--- config.mk ---
export PLATFORM = sky130hd
export DESIGN_NAME = posoco_scroller
export DESIGN_NICKNAME = d
export VERILOG_FILES = /design/src/rtl/posoco_scroller.sv
export SDC_FILE = /design/constraint.sdc
export NUM_CORES = 1
export LEC_CHECK = 0
export CAP_MARGIN = 0
export CORE_ASPECT_RATIO = 0.75
export CORE_UTILIZATION = 55
export CTS_BUF_LIST = sky130_fd_sc_hd__clkbuf_8
export CTS_CLUSTER_DIAMETER = 120
export DETAILED_ROUTE_END_ITERATION = 16
export PLACE_DENSITY = 0.72
export SYNTH_ARGS = -nofsm -noshare
export SYNTH_HDL_FRONTEND = slang
export SYNTH_SLANG_ARGS = --single-unit
--- constraint.sdc ---
create_clock -name clk -period 6.5 [get_ports clk]
set_clock_uncertainty 0.2 [all_clocks]
set_input_delay 0.975 -clock clk [delete_from_list [all_inputs] [get_ports clk]]
set_output_delay 0.975 -clock clk [all_outputs]
set_load 0.02 [all_outputs]
--- src/rtl/posoco_scroller.sv ---
// Scrolling message source: a 64x8 segment RAM read through a rotating offset.
// Optional reverse scrolling (input dir) is enabled by defining POSOCO_SCROLL_REVERSE_EN.
//
// state | meaning
// IDLE  | scrolling halted, offset and len held, reads still serviced
// RUN   | divider counting, offset advances once per TICK_DIV cycles
module posoco_scroller #(
  parameter int unsigned TICK_DIV = 50000
) (
  input  logic       clk,
  input  logic       rst,
  input  logic       wr_en,
  input  logic [5:0] wr_addr,
  input  logic [7:0] wr_data,
  input  logic [6:0] msg_len,
  input  logic       start,
  input  logic       stop,
`ifdef POSOCO_SCROLL_REVERSE_EN
  input  logic       dir,
`endif
  input  logic       rd_req,
  input  logic [3:0] rd_digit,
  output logic       rd_valid,
  output logic [7:0] rd_data,
  output logic       running,
  output logic       wrap
);

  typedef enum logic {IDLE, RUN} state_t;

  localparam int DIV_W = 24;
  localparam logic [DIV_W-1:0] DIV_LAST = DIV_W'(TICK_DIV - 1);

  logic [7:0]       mem [64];
  state_t           state;
  logic [DIV_W-1:0] div_cnt;
  logic [5:0]       offset;
  logic [6:0]       len;

  logic       start_ok;
  logic       tick;
  logic [6:0] rd_sum;
  logic [5:0] rd_idx;
  logic [5:0] offset_next;
  logic       wrap_next;

  assign start_ok = start && (msg_len >= 7'd10) && (msg_len <= 7'd64);
  assign tick     = (state == RUN) && (div_cnt == DIV_LAST);
  assign running  = (state == RUN);

  // offset < len and digit <= 9 < len, so one conditional subtract brings s into 0..len-1
  always_comb begin
    rd_sum = {1'b0, offset} + {3'b000, rd_digit};
    rd_idx = 6'(rd_sum - ((rd_sum >= len) ? len : 7'd0));
  end

  always_comb begin
    offset_next = offset + 6'd1;
    wrap_next   = 1'b0;
`ifdef POSOCO_SCROLL_REVERSE_EN
    if (dir) begin
      if (offset == 6'd0) begin
        offset_next = 6'(len - 7'd1);
        wrap_next   = 1'b1;
      end else begin
        offset_next = offset - 6'd1;
      end
    end else if ({1'b0, offset} == len - 7'd1) begin
      offset_next = 6'd0;
      wrap_next   = 1'b1;
    end
`else
    if ({1'b0, offset} == len - 7'd1) begin
      offset_next = 6'd0;
      wrap_next   = 1'b1;
    end
`endif
  end

  // RAM contents survive reset; reset only blocks a same-cycle write
  always_ff @(posedge clk) begin
    if (wr_en && !rst) begin
      mem[wr_addr] <= wr_data;
    end
  end

  always_ff @(posedge clk) begin
    if (rst) begin
      rd_valid <= 1'b0;
      rd_data  <= 8'h00;
    end else begin
      rd_valid <= rd_req;
      if (rd_req) begin
        rd_data <= (rd_digit > 4'd9) ? 8'h00 : mem[rd_idx];
      end
    end
  end

  always_ff @(posedge clk) begin
    if (rst) begin
      state   <= IDLE;
      offset  <= 6'd0;
      len     <= 7'd10;
      div_cnt <= '0;
      wrap    <= 1'b0;
    end else begin
      wrap <= 1'b0;
      if (stop) begin
        state   <= IDLE;
        div_cnt <= '0;
      end else if (start_ok) begin
        state   <= RUN;
        len     <= msg_len;
        offset  <= 6'd0;
        div_cnt <= '0;
      end else if (state == RUN) begin
        if (tick) begin
          div_cnt <= '0;
          offset  <= offset_next;
          wrap    <= wrap_next;
        end else begin
          div_cnt <= div_cnt + 1'b1;
        end
      end
    end
  end

endmodule

# Yosys cells after proc, flatten, opt, wreduce, memory -nomap -nowiden
# Memories as Yosys holds them, arrays and structs flattened.
# Cells that the tools add are included.
# totals
ram_bits,512
latch_bits,0
rom_bits,0
mem_count,1
reg_bits,48
inputBits,31
# memory_table
memory,words,word_bits,read_ports,rd_clocked_by_memory_dff,wr,line_no,rtl
mem,64,8,1,0,1,34,logic [7:0] mem [64];
# classes
n_reduce_logical,12
n_eq_ne,2
n_bitwise,3
add_sub_neg,5
div,0
magnitude_cmp,4
n_mux,10
mul,0
shifts,0
# ops
operator,n
two-way mux 6 bit,5
adder 24 x 1 -> 24 bit (second input constant),1
== test 24 x 16 -> 1 bit (second input constant),1
two-way mux 24 bit,1
two-way mux 8 bit,1
adder 6 x 4 -> 7 bit,1
== test 6 x 7 -> 1 bit,1
greater-or-equal comparator 7 x 4 -> 1 bit (second input constant),1
greater-or-equal comparator 7 bit,1
<= comparator 7 bit (second input constant),1
subtractor 7 x 1 -> 7 bit (second input constant),1
adder 6 x 1 -> 6 bit (second input constant),1
subtractor 6 bit,1
OR reduction 5 bit,1
greater-than comparator 4 bit (second input constant),1
logical AND 1 bit,4
nonzero test 2 bit,2
two-way mux 1 bit,3
NOT 1 bit,3
AND reduction 3 bit,1
OR reduction 3 bit,1
AND reduction 2 bit,1
OR reduction 2 bit,1
zero test 1 bit,1

# Longest topological paths before layout
# logic_depth
depth_word,6
depth_mapped,24
ltp_nobuf,22

# Least setup slack after synthesis
# Ideal clock, no wire load.
# synth_timing
kind,input to register
from,input rd_digit[3]
to,register rd_data[0]
stages,22
t_arrival_ns,5.324
setup_ns,0.122
slack_ns,0.854
required_ns,6.178
cell_sequence,ha_1 and3_1 a221o_1 xnor2_2 inv_1 ha_1 a21o_1 a221oi_1 o21a_1 nor2_1 ha_1 inv_1 fa_1 nand3_1 and3b_1 buf_2 nor2_1 clkbuf_1 mux2_2 a22oi_1 a22oi_1 a221o_1
# synth_via
elab_chain_cells,6
elab_cells_between_ends,7
cone_classes,add/sub (2); order compare (2); mux (2); memory (1)
# synth_rtl
element,line_no,rtl
"start, declared",22,"input logic [3:0] rd_digit,"
adder 6 x 4 -> 7 bit,53,"rd_sum = {1'b0, offset} + {3'b000, rd_digit};"
greater-or-equal comparator 7 bit,54,rd_idx = 6'(rd_sum - ((rd_sum >= len) ? len : 7'd0));
two-way mux 6 bit,54,
subtractor 6 bit,54,
memory (64 x 8 bit),--,
two-way mux 8 bit (*),94,rd_data <= (rd_digit > 4'd9) ? 8'h00 : mem[rd_idx];
"end signal, assigned",94,
"end, declared",24,"output logic [7:0] rd_data,"
# Every way passes the cells marked *; elsewhere a longest branch is shown, timed or not.
# A chain may end at the register's enable or synchronous reset.

# Worst setup path after layout
# layout_timing
from,input rd_digit[3]
to,register rd_data[5]
# The elaborated chain is that of the path after synthesis.

==> impl_metrics.toml <==
[logic_synthesis]
synthMuxAreaShare_pct = 13.7
postSynthCellCount = 1308
syn-cell-area_um2 = 22700
yosys.area_share.adder_pct = 1.22
ys_types = 57
ys_warn_count = 0
synth_top_family_by_area = "multiplexers"
seq_area_frac_synth_pct = 71.9
synth-compound-area-share_pct = 4.01
ys_ff_latch = 560
synth_edf_count = 512
synth-xor-area-share_pct = 1.34
synthSimpleGateAreaFrac_pct = 6.26
syn_nets = 1360
syn-mean-instance-area_um2 = 17.4
synth_ff_type = "edfxtp_1"
async_reset_ff_share_pct = 0

[critical_path]
path_max_fanout = 27
r2r_end = "rd_data[5]"
ff2ff_setup_slack_ps = 790
critical_path_class = "primary input to register"
reg2reg_from = "offset[3]"
cp.arrival_ps = 6320
end_kind = "register"
required_ps = 6840
cp-start-kind = "primary input"
reg2regPathDepth = 22

[power_and_ir_drop]
switching_share_pct = 25.9
switchingPower_uw = 2050
power.density_nw_per_um2 = 308
share_comb_of_total_power_pct = 15.4
pwr-share-clk_pct = 34.5
internal-power_uw = 5890
peakVddDrop_mv = 0.222
seqPwrFrac_pct = 50.1
p_leak_uw = 0.00841

[final_layout]
syn_to_final_growth_pct = 13.3
fin_area_um2 = 25800
final_common_cell = "edfxtp_1"
multi_input_area_um2 = 6090
fin_util_pct = 63.2
fillers = 2824
layout.area.seq_um2 = 16300
drive_gt1_share_pct = 22.0
final_cell_mix = "edfxtp_1, mux4_2, nand2_1"
nNetsFinal = 1487

[sta]
drv_slew = 0
fin_crit_sh_pct = 92.0
max_freq_mhz = 167
rsz0062_at_grt = "false"
hold_viol = 0
worst_pin_slew_ps = 1360
setup_viol = 0
max_slew_margin_pct = 9.39
fin_crit_ps = 5980

[global_route]
grt_overflow = 0
grt_antenna_before_repair = 1
grt_max_degree = 65
grt_pass1_wl_mm = 76.3
grt_pass1_vias = 12500
track_usage_pct = 24.8

[detailed_routing]
met1_length_mm = 21.2
detail-route-antenna-nets = 0
routed_via_density = 6.12
wl_met2_mm = 23.3
wirelength_mm = 50.3
wl_per_cell_um = 24.9
drt_iter0_markers = 1364
drc = 0
topRoutingLayerUsed = "met4"
routed-wl-met3_mm = 4.84
vias = 12400
drt_pass1_iterations = 5

[die]
dieArea_um2 = 42100
die_height_um = 178
num_rows = 64
initial_utilization_pct = 55.7
pin_count = 42
die_w_um = 237
core_um2 = 40800

[clock_tree]
clkLatencyLatePin_ps = 670
cts_resized = 0
htreeDepth = 3
cts_buffers = 81
root_buffer = "clkbuf_8"
clk_pin_slew_worst_paths_ps = 60
clock_path_buffers = 3
postCtsSetupRepairBufs = 0
numClockSinks = 560
cts_tree = "built"
postCtsHoldBufs = 0

[hold_path]
hp-start = "div_cnt[1]"
hp-class = "register to register"
holdPathStages = 2
hold_end = "div_cnt[1]"

[flow_run]
max_cap_viol_count = 0

[run_status]
status = "complete, no violations"

[placed_design]
globalplace.congestion = 0.855
place_area_um2 = 24200
io_buffer_count = 41
hpwl_mm = 31.2
registers in the layout, summed over array words and instances, names as in the netlist:
register and count:
offset 6, mem 512, rd_valid 1, len 7, running 1, wrap 1, rd_data 8, div_cnt 24
worst max path at each step:
stage                start          to  slack [ps]  cells past startpoint
2_1_floorplan  rd_digit[3]  rd_data[0]         850                     22
3_3_place_gp   rd_digit[3]  rd_data[5]         -80                     23
3_5_place_dp   rd_digit[3]  rd_data[7]         -80                     23
4_1_cts        rd_digit[3]  rd_data[5]         620                     23
5_1_grt        rd_digit[3]  rd_data[2]         240                     21
6_report       rd_digit[3]  rd_data[5]         520                     23
Yosys cell counts (all sizes together) (2+ instances only):
cell type  number  share of area, %
and3b           2             0.077
and2            2             0.055
buf            27              0.62
or3             8              0.24
a22oi          14              0.46
nand3          15              0.33
ha             19               1.0
and3           14              0.39
nor4            6              0.17
a21oi          43              0.95
mux4          128                13
a211o           2             0.077
inv            24              0.40
mux2           16              0.79
fa              2              0.18
a21boi          2             0.083
nand2b          4              0.11
a211oi          9              0.32
o21a            3             0.099
nor3            8              0.18
xnor2          17              0.69
nor2          112               1.9
xor2           17              0.66
o21ai          38              0.84
nor3b           3             0.099
edfxtp        512                68
or2             2             0.055
o211ai          4              0.15
nor4b           2             0.077
clkbuf         33              0.55
dfxtp          48               4.2
nand4          11              0.30
a311oi          8              0.31
a31oi           2             0.055
a221o           8              0.35
nand3b          3             0.099
nor2b           6              0.17
nand2         116               1.9
mux2i           5              0.22
a21o            5              0.17
power by group through the flow:
stage,Combinational (µW),Clock [µW],Sequential [µW]
5_1_grt,1310,2930,3980
4_1_cts,1220,2780,3980
3_3_place_gp,1210,0,4050
3_5_place_dp,1220,0,4060
6_report,1220,2740,3980
2_1_floorplan,662,0,4060
through the flow:
step	setup TNS, ps	total power (µW)	instances	setup slack [ps]	hold slack (ps)
floorplan	0	4720	1308	854	258
global placement	-126	5260	1880	-84.3	267
detailed placement	-141	5270	1880	-77.0	283
CTS	0	7980	2024	623	295
global route	0	8220	2025	240	321
finish	0	7940	2025	520	295
critical path: stages:
cell and delay [ps]:
clkdlybuf4s50_1 420, ha_1 310, and3_1 190, a221o_1 350, xnor2_2 150, inv_1 60
ha_1 280, and3_1 180, nand2_1 70, o21a_1 180, nor2_1 170, ha_4 160
inv_1 50, fa_4 890, buf_12 240, buf_12 150, buf_12 100, mux4_2 320
nand2_1 100, a21oi_1 70, o21ai_0 330, o21ai_0 210, a221o_1 350
cell type report:
| type | count | share of cell area, % |
|---|---|---|
| sequential | 560 | 63.4 |
| clock buffer | 86 | 4.60 |
| multi-input combinational | 664 | 23.7 |
| tap | 528 | 2.57 |
| timing repair buffer | 104 | 3.91 |
| inverter | 24 | 0.350 |
| antenna | 1 | 0.00972 |
| clock inverter | 58 | 1.48 |
per-layer routing:
metal	global-route usage (%)	vias up
li1	-	5435
met1	35.4	6335
met2	37.7	555
met3	7.07	72
met4	6.95	0
met5	0	-
kinds of logic (layout without fill, tap and decap cells):
group | Yosys count | after routing
flops | 560 | 560
simple gates | 318 | 318
mux | 149 | 149
compound gates | 142 | 142
buf+inv | 84 | 272
xor+xnor | 34 | 34
fa+ha+maj | 21 | 21
other cells | 0 | 1
Power figures use the tool's default switching activity.
